### src/rtl/switch_input_buffer.sv
// Per-link switch input stage: NUM_VCS independent flit FIFOs with registered head
// presentation, per-VC packet framing tracking and one credit returned per dequeued flit.
module switch_input_buffer #(
   parameter int unsigned NUM_VCS     = 2,
   parameter int unsigned BUFFER_SIZE = 8,
   parameter int unsigned FLIT_WIDTH  = 32
) (
   input  logic                                          clk,
   input  logic                                          n_rst,
   input  logic                                          in_valid,
   input  logic [((NUM_VCS > 1) ? $clog2(NUM_VCS) : 1)-1:0] in_vc,
   input  logic [FLIT_WIDTH-1:0]                         in_flit,
   output logic [NUM_VCS-1:0]                            head_valid,
   output logic [NUM_VCS-1:0]                            head_is_header,
   output logic [NUM_VCS*FLIT_WIDTH-1:0]                 head_flit,
   input  logic [NUM_VCS-1:0]                            pop,
   output logic [NUM_VCS-1:0]                            credit_return,
   output logic [NUM_VCS*($clog2(BUFFER_SIZE)+1)-1:0]    occupancy,
   output logic                                          overflow
);

   localparam int unsigned VC_W  = (NUM_VCS > 1) ? $clog2(NUM_VCS) : 1;
   localparam int unsigned PTR_W = $clog2(BUFFER_SIZE);
   localparam int unsigned CNT_W = PTR_W + 1;
   localparam int unsigned LEN_W = 4;

   typedef enum logic {EXPECT_HDR = 1'b0, IN_BODY = 1'b1} frame_state_t;

   logic [FLIT_WIDTH-1:0] mem [NUM_VCS][BUFFER_SIZE];

   logic [PTR_W-1:0]      rd_q   [NUM_VCS];
   logic [PTR_W-1:0]      rd_d   [NUM_VCS];
   logic [PTR_W-1:0]      wr_q   [NUM_VCS];
   logic [PTR_W-1:0]      wr_d   [NUM_VCS];
   logic [CNT_W-1:0]      cnt_q  [NUM_VCS];
   logic [CNT_W-1:0]      cnt_d  [NUM_VCS];
   logic [CNT_W-1:0]      left   [NUM_VCS];
   frame_state_t          state_q[NUM_VCS];
   frame_state_t          state_d[NUM_VCS];
   logic [LEN_W-1:0]      rem_q  [NUM_VCS];
   logic [LEN_W-1:0]      rem_d  [NUM_VCS];
   logic [FLIT_WIDTH-1:0] head_q [NUM_VCS];
   logic [FLIT_WIDTH-1:0] head_d [NUM_VCS];

   logic [NUM_VCS-1:0] do_pop;
   logic [NUM_VCS-1:0] do_wr;
   logic [NUM_VCS-1:0] sel;
   logic [NUM_VCS-1:0] head_valid_d;
   logic [NUM_VCS-1:0] head_is_header_d;
   logic [NUM_VCS-1:0] credit_d;
   logic               overflow_d;

   // Next-state: pointers, counts, framing and the registered head copy per VC
   always_comb begin
      overflow_d = overflow;
      for (int v = 0; v < NUM_VCS; v++) begin
         rd_d[v]             = rd_q[v];
         wr_d[v]             = wr_q[v];
         cnt_d[v]            = cnt_q[v];
         state_d[v]          = state_q[v];
         rem_d[v]            = rem_q[v];
         head_d[v]           = head_q[v];
         left[v]             = cnt_q[v];
         head_valid_d[v]     = 1'b0;
         head_is_header_d[v] = 1'b0;
         credit_d[v]         = 1'b0;

         sel[v]    = in_valid && ((NUM_VCS == 1) || (in_vc == VC_W'(v)));
         do_pop[v] = pop[v] && (cnt_q[v] != '0);
         // a pop on a full VC frees the slot before the write lands
         do_wr[v]  = sel[v] && ((cnt_q[v] != CNT_W'(BUFFER_SIZE)) || do_pop[v]);
         if (sel[v] && !do_wr[v]) overflow_d = 1'b1;

         if (do_pop[v]) begin
            left[v] = cnt_q[v] - CNT_W'(1);
            rd_d[v] = rd_q[v] + PTR_W'(1);
         end
         cnt_d[v] = left[v];
         if (do_wr[v]) begin
            cnt_d[v] = left[v] + CNT_W'(1);
            wr_d[v]  = wr_q[v] + PTR_W'(1);
         end

         if (do_pop[v]) begin
            if (state_q[v] == EXPECT_HDR) begin
               if (head_q[v][FLIT_WIDTH-1 -: LEN_W] > LEN_W'(1)) begin
                  rem_d[v]   = head_q[v][FLIT_WIDTH-1 -: LEN_W] - LEN_W'(1);
                  state_d[v] = IN_BODY;
               end
            end else if (rem_q[v] <= LEN_W'(1)) begin
               rem_d[v]   = '0;
               state_d[v] = EXPECT_HDR;
            end else begin
               rem_d[v] = rem_q[v] - LEN_W'(1);
            end
         end

         // the slot being written becomes the head only when nothing older remains
         if (do_wr[v] && (left[v] == '0)) begin
            head_d[v] = in_flit;
         end else if (cnt_d[v] == '0) begin
            head_d[v] = '0;
         end else begin
            head_d[v] = mem[v][rd_d[v]];
         end

         head_valid_d[v]     = (cnt_d[v] != '0);
         head_is_header_d[v] = (cnt_d[v] != '0) && (state_d[v] == EXPECT_HDR);
         credit_d[v]         = do_pop[v];
      end
   end

   // State register
   always_ff @(posedge clk) begin
      if (n_rst) begin
         for (int v = 0; v < NUM_VCS; v++) begin
            rd_q[v]    <= '0;
            wr_q[v]    <= '0;
            cnt_q[v]   <= '0;
            state_q[v] <= EXPECT_HDR;
            rem_q[v]   <= '0;
            head_q[v]  <= '0;
         end
         head_valid     <= '0;
         head_is_header <= '0;
         credit_return  <= '0;
         overflow       <= 1'b0;
      end else begin
         for (int v = 0; v < NUM_VCS; v++) begin
            rd_q[v]    <= rd_d[v];
            wr_q[v]    <= wr_d[v];
            cnt_q[v]   <= cnt_d[v];
            state_q[v] <= state_d[v];
            rem_q[v]   <= rem_d[v];
            head_q[v]  <= head_d[v];
         end
         head_valid     <= head_valid_d;
         head_is_header <= head_is_header_d;
         credit_return  <= credit_d;
         overflow       <= overflow_d;
      end
   end

   // Flit storage, no reset needed: contents are only read behind the count
   always_ff @(posedge clk) begin
      for (int v = 0; v < NUM_VCS; v++) begin
         if (!n_rst && do_wr[v]) mem[v][wr_q[v]] <= in_flit;
      end
   end

   always_comb begin
      head_flit = '0;
      occupancy = '0;
      for (int v = 0; v < NUM_VCS; v++) begin
         head_flit[v*FLIT_WIDTH +: FLIT_WIDTH] = head_q[v];
         occupancy[v*CNT_W +: CNT_W]           = cnt_q[v];
      end
   end

endmodule

### config.mk
export PLATFORM = sky130hd
export DESIGN_NAME = switch_input_buffer
export DESIGN_NICKNAME = d
export VERILOG_FILES = /design/src/rtl/switch_input_buffer.sv
export SDC_FILE = /design/constraint.sdc
export NUM_CORES = 1
export LEC_CHECK = 0
export ABC_AREA = 0
export CAP_MARGIN = 20
export CORE_MARGIN = 2
export CORE_UTILIZATION = 50
export CTS_CLUSTER_SIZE = 14
export DETAILED_ROUTE_END_ITERATION = 8
export PLACE_DENSITY_LB_ADDON = 0.3
export SLEW_MARGIN = 20
export SYNTH_ARGS = -nofsm -noshare
export SYNTH_HDL_FRONTEND = slang
export SYNTH_SLANG_ARGS = --single-unit
### constraint.sdc
create_clock -name clk -period 7.8 [get_ports clk]
set_clock_uncertainty 0.1 [all_clocks]
set_input_delay 1.17 -clock clk [delete_from_list [all_inputs] [get_ports clk]]
set_output_delay 1.17 -clock clk [all_outputs]
set_load 0.01 [all_outputs]
==> impl_metrics.env <==
export IMPL_root_buffer="clkbuf_16"
export IMPL_crit_path_cell_trace="clkdlybuf4s50_1 > inv_2 > or3_2 > nand2_4 > buf_4 > a211oi_1 > or4_4 > o31ai_2"
export IMPL_synth_xor_xnor_area_share_pct=0.508
export IMPL_period_share_pct=58.8
export IMPL_netlist_instances=1469
export IMPL_grt_use_total_pct=22.8
export IMPL_synth_top_area_share_pct=63.7
export IMPL_fillers=3531
export IMPL_status="completed"
export IMPL_power_density_mw_per_mm2=349
export IMPL_fin_tns_setup_ns=0
export IMPL_ctsResizeCount=0
export IMPL_slew_headroom_pct=27.1
export IMPL_use_met3_pct=4.42
export IMPL_grt_most_used_layer="met2"
export IMPL_slowest_delay_ns=0.80
export IMPL_die_y_um=224
export IMPL_core_mm2=0.0477
export IMPL_grt_max_degree=126
export IMPL_globalplace_congestion=0.771
export IMPL_hold_buffers=0
export IMPL_rows=80
export IMPL_clkSinkCount=613
export IMPL_dr_pass1_iters=5
export IMPL_wl_um=56300
export IMPL_synth_ff_latch_count=613
export IMPL_synth_avg_cell_area_um2=16.4
export IMPL_syn_area_mm2=0.0242
export IMPL_arrival_ns=5.00
export IMPL_grt_pass1_vias=13600
export IMPL_async_flop_share_pct=0
export IMPL_ir_worst_vdd_mv=0.274
export IMPL_worst_setup_path_end_kind="flop"
export IMPL_yosys_warnings=0
export IMPL_hold_viol=0
export IMPL_die_area_mm2=0.0501
export IMPL_ant_nets=0
export IMPL_rsz0062_at_grt="no"
export IMPL_overflow=0
export IMPL_synth_area_top_cells="edfxtp_1 (64%), dfxtp_1 (8.4%), mux4_2 (6.2%)"
export IMPL_cts_max_level=2
export IMPL_synth_fp_nets=1526
export IMPL_numPortBuffers=116
export IMPL_cts_setup_buffers=0
export IMPL_ios=117
export IMPL_period_needed_ns=4.58
export IMPL_cts_path_max_buffers=3
export IMPL_synth_area_leader_cell="edfxtp_1"
export IMPL_min_path_type="reg -> reg"
export IMPL_hpwl_um=28900
export IMPL_die_w_um=224
export IMPL_critPathMaxFanout=58
export IMPL_whs_ns=0.398
export IMPL_wl_per_cell_um=25.0
export IMPL_slowest_stage="or3_2"
export IMPL_use_met1_pct=32.6
export IMPL_synth_edff_count=512
export IMPL_synth_compound_area_share_pct=7.63
export IMPL_drtIter0Drc=1399
export IMPL_yosys_most_used_dff="edfxtp_1"
export IMPL_final_nets=1640
export IMPL_cp_buffers_inverters=3
export IMPL_drive_gt1_share_pct=17.2
export IMPL_synth_distinct_cells=64
export IMPL_syn_to_final_growth_pct=15.8
export IMPL_fmaxAchievable_ghz=0.218
export IMPL_clock_latency_ns=0.60
export IMPL_tritoncts="yes"
export IMPL_grt_pass1_wl_um=84400
export IMPL_cp_start_kind="input pin"
export IMPL_place_area_mm2=0.0260
export IMPL_synth_area_mux_share_pct=7.86
export IMPL_use_met2_pct=35.4
export IMPL_cts_buffers=59
export IMPL_synth_top_family_by_area="simple AND/OR/NAND/NOR gates"
export IMPL_via_count=13748
export IMPL_max_cap_viol_count=0
export IMPL_drc=0
export IMPL_design_area_mm2=0.0280
export IMPL_worst_slew_pin_slew_ns=1.09
export IMPL_required_ns=8.21
export IMPL_drv_slew=0
export IMPL_path_clk_slew_ns=0.06
export IMPL_crit_type="in -> reg"
export IMPL_setup_viol=0
export IMPL_initial_core_util_pct=50.6
export IMPL_synthSimpleGateAreaFrac_pct=8.65
export IMPL_antenna_found_initial=1
export IMPL_power_leakage_nw=9.17
export IMPL_routed_via_density=6.12
export IMPL_yosysSeqAreaShare_pct=72.0
export IMPL_crit_family="simple AND/OR/NAND/NOR gates"
export IMPL_synthAdderAreaFrac_pct=0.984
-- cell usage in the layout (no fill, tap or decap), drive strengths merged, types with 9 or more instances in the layout --
cell and n:
nor3 18, clkinv 18, nand2b 11, clkdlybuf4s50 116
a211oi 127, inv 26, dfxtp 101, mux4 66
nor2 50, o31ai 33, clkbuf 83, buf 33
and3 128, xnor2 9, ha 19, or4 31
edfxtp 512, nand2 79, o21ai 44, a21oi 13
mux2i 39
-- cells by family (layout without fill, tap and decap cells) --
group / after synthesis / in the layout
flops: 613 / 613
simple gates: 354 / 354
mux: 107 / 107
other cells: 0 / 1
fa+ha+maj: 19 / 19
buf+inv: 121 / 284
xor+xnor: 14 / 14
compound gates: 241 / 241
-- flip-flops by register name, indices dropped and copies added, names as in the netlist --
register	flops
cnt_q	8
credit_return	2
head_is_header	2
head_q	64
head_valid	2
mem	512
overflow	1
rd_q	6
rem_q	8
state_q	2
wr_q	6
-- through the flow --
stage / total power [W] / cells / setup slack (ns) / util, %
2_1_floorplan: 0.00609 / 1469 / 2.98 / -
3_3_place_gp: 0.00694 / 2137 / 2.77 / 54.5
3_5_place_dp: 0.00701 / 2137 / 2.61 / 54.5
4_1_cts: 0.00982 / 2247 / 3.27 / 58.5
5_1_grt: 0.0102 / 2247 / 3.02 / 58.6
6_report: 0.00976 / 2248 / 3.22 / 58.6
-- Yosys cell counts, types with 9 or more instances --
cell type,n
o21ai_1,31
buf_4,10
nor2_1,50
mux4_2,66
mux2i_1,39
buf_2,36
o21ai_0,12
clkbuf_1,42
ha_1,19
nand2_1,77
nor3_1,17
edfxtp_1,512
inv_1,23
and3_1,127
a21oi_1,13
nand2b_1,11
or4_4,29
dfxtp_1,101
o31ai_2,30
xnor2_1,9
a211oi_1,127
-- power breakdown --
part	internal (W)	switching, W	leakage [nW]
Clock	0.00164	0.00117	0.937
Sequential	0.00375	0.000135	5.45
Combinational	0.00136	0.00169	2.78
-- layer usage --
metal | part of all wire [%] | vias to the layer above
li1 | - | 6052
met1 | 42 | 6924
met2 | 46 | 650
met3 | 8.7 | 120
met4 | 2.9 | 2
met5 | 0.021 | -
-- layout make-up --
type / instances / area (um2) / area share [%]
Antenna cell: 1 / 2.50 / 0.00895
Clock buffer: 83 / 1660 / 5.93
Clock inverter: 27 / 269 / 0.962
Inverter: 25 / 93.8 / 0.336
Multi-Input combinational cell: 735 / 6360 / 22.7
Sequential cell: 613 / 17400 / 62.2
Tap cell: 615 / 769 / 2.75
Timing Repair Buffer: 149 / 1410 / 5.05
-- path summary, 6_finish.rpt --
path	start	endpoint	slack (ns)	depth (start not counted)
worst min-delay path	overflow	overflow	0.40	2
worst max-delay path	pop[0]	head_q[0][11]	3.22	8
worst min register to register	overflow	overflow	0.40	2
worst max register to register	cnt_q[0][0]	head_q[0][11]	3.74	9
-- worst min-delay path: stages (launching register included) --
cell and delay [ns]:
dfxtp_1 0.34, a21oi_1 0.05, nor2_1 0.08
No activity file was read; power rests on OpenSTA's default activity.
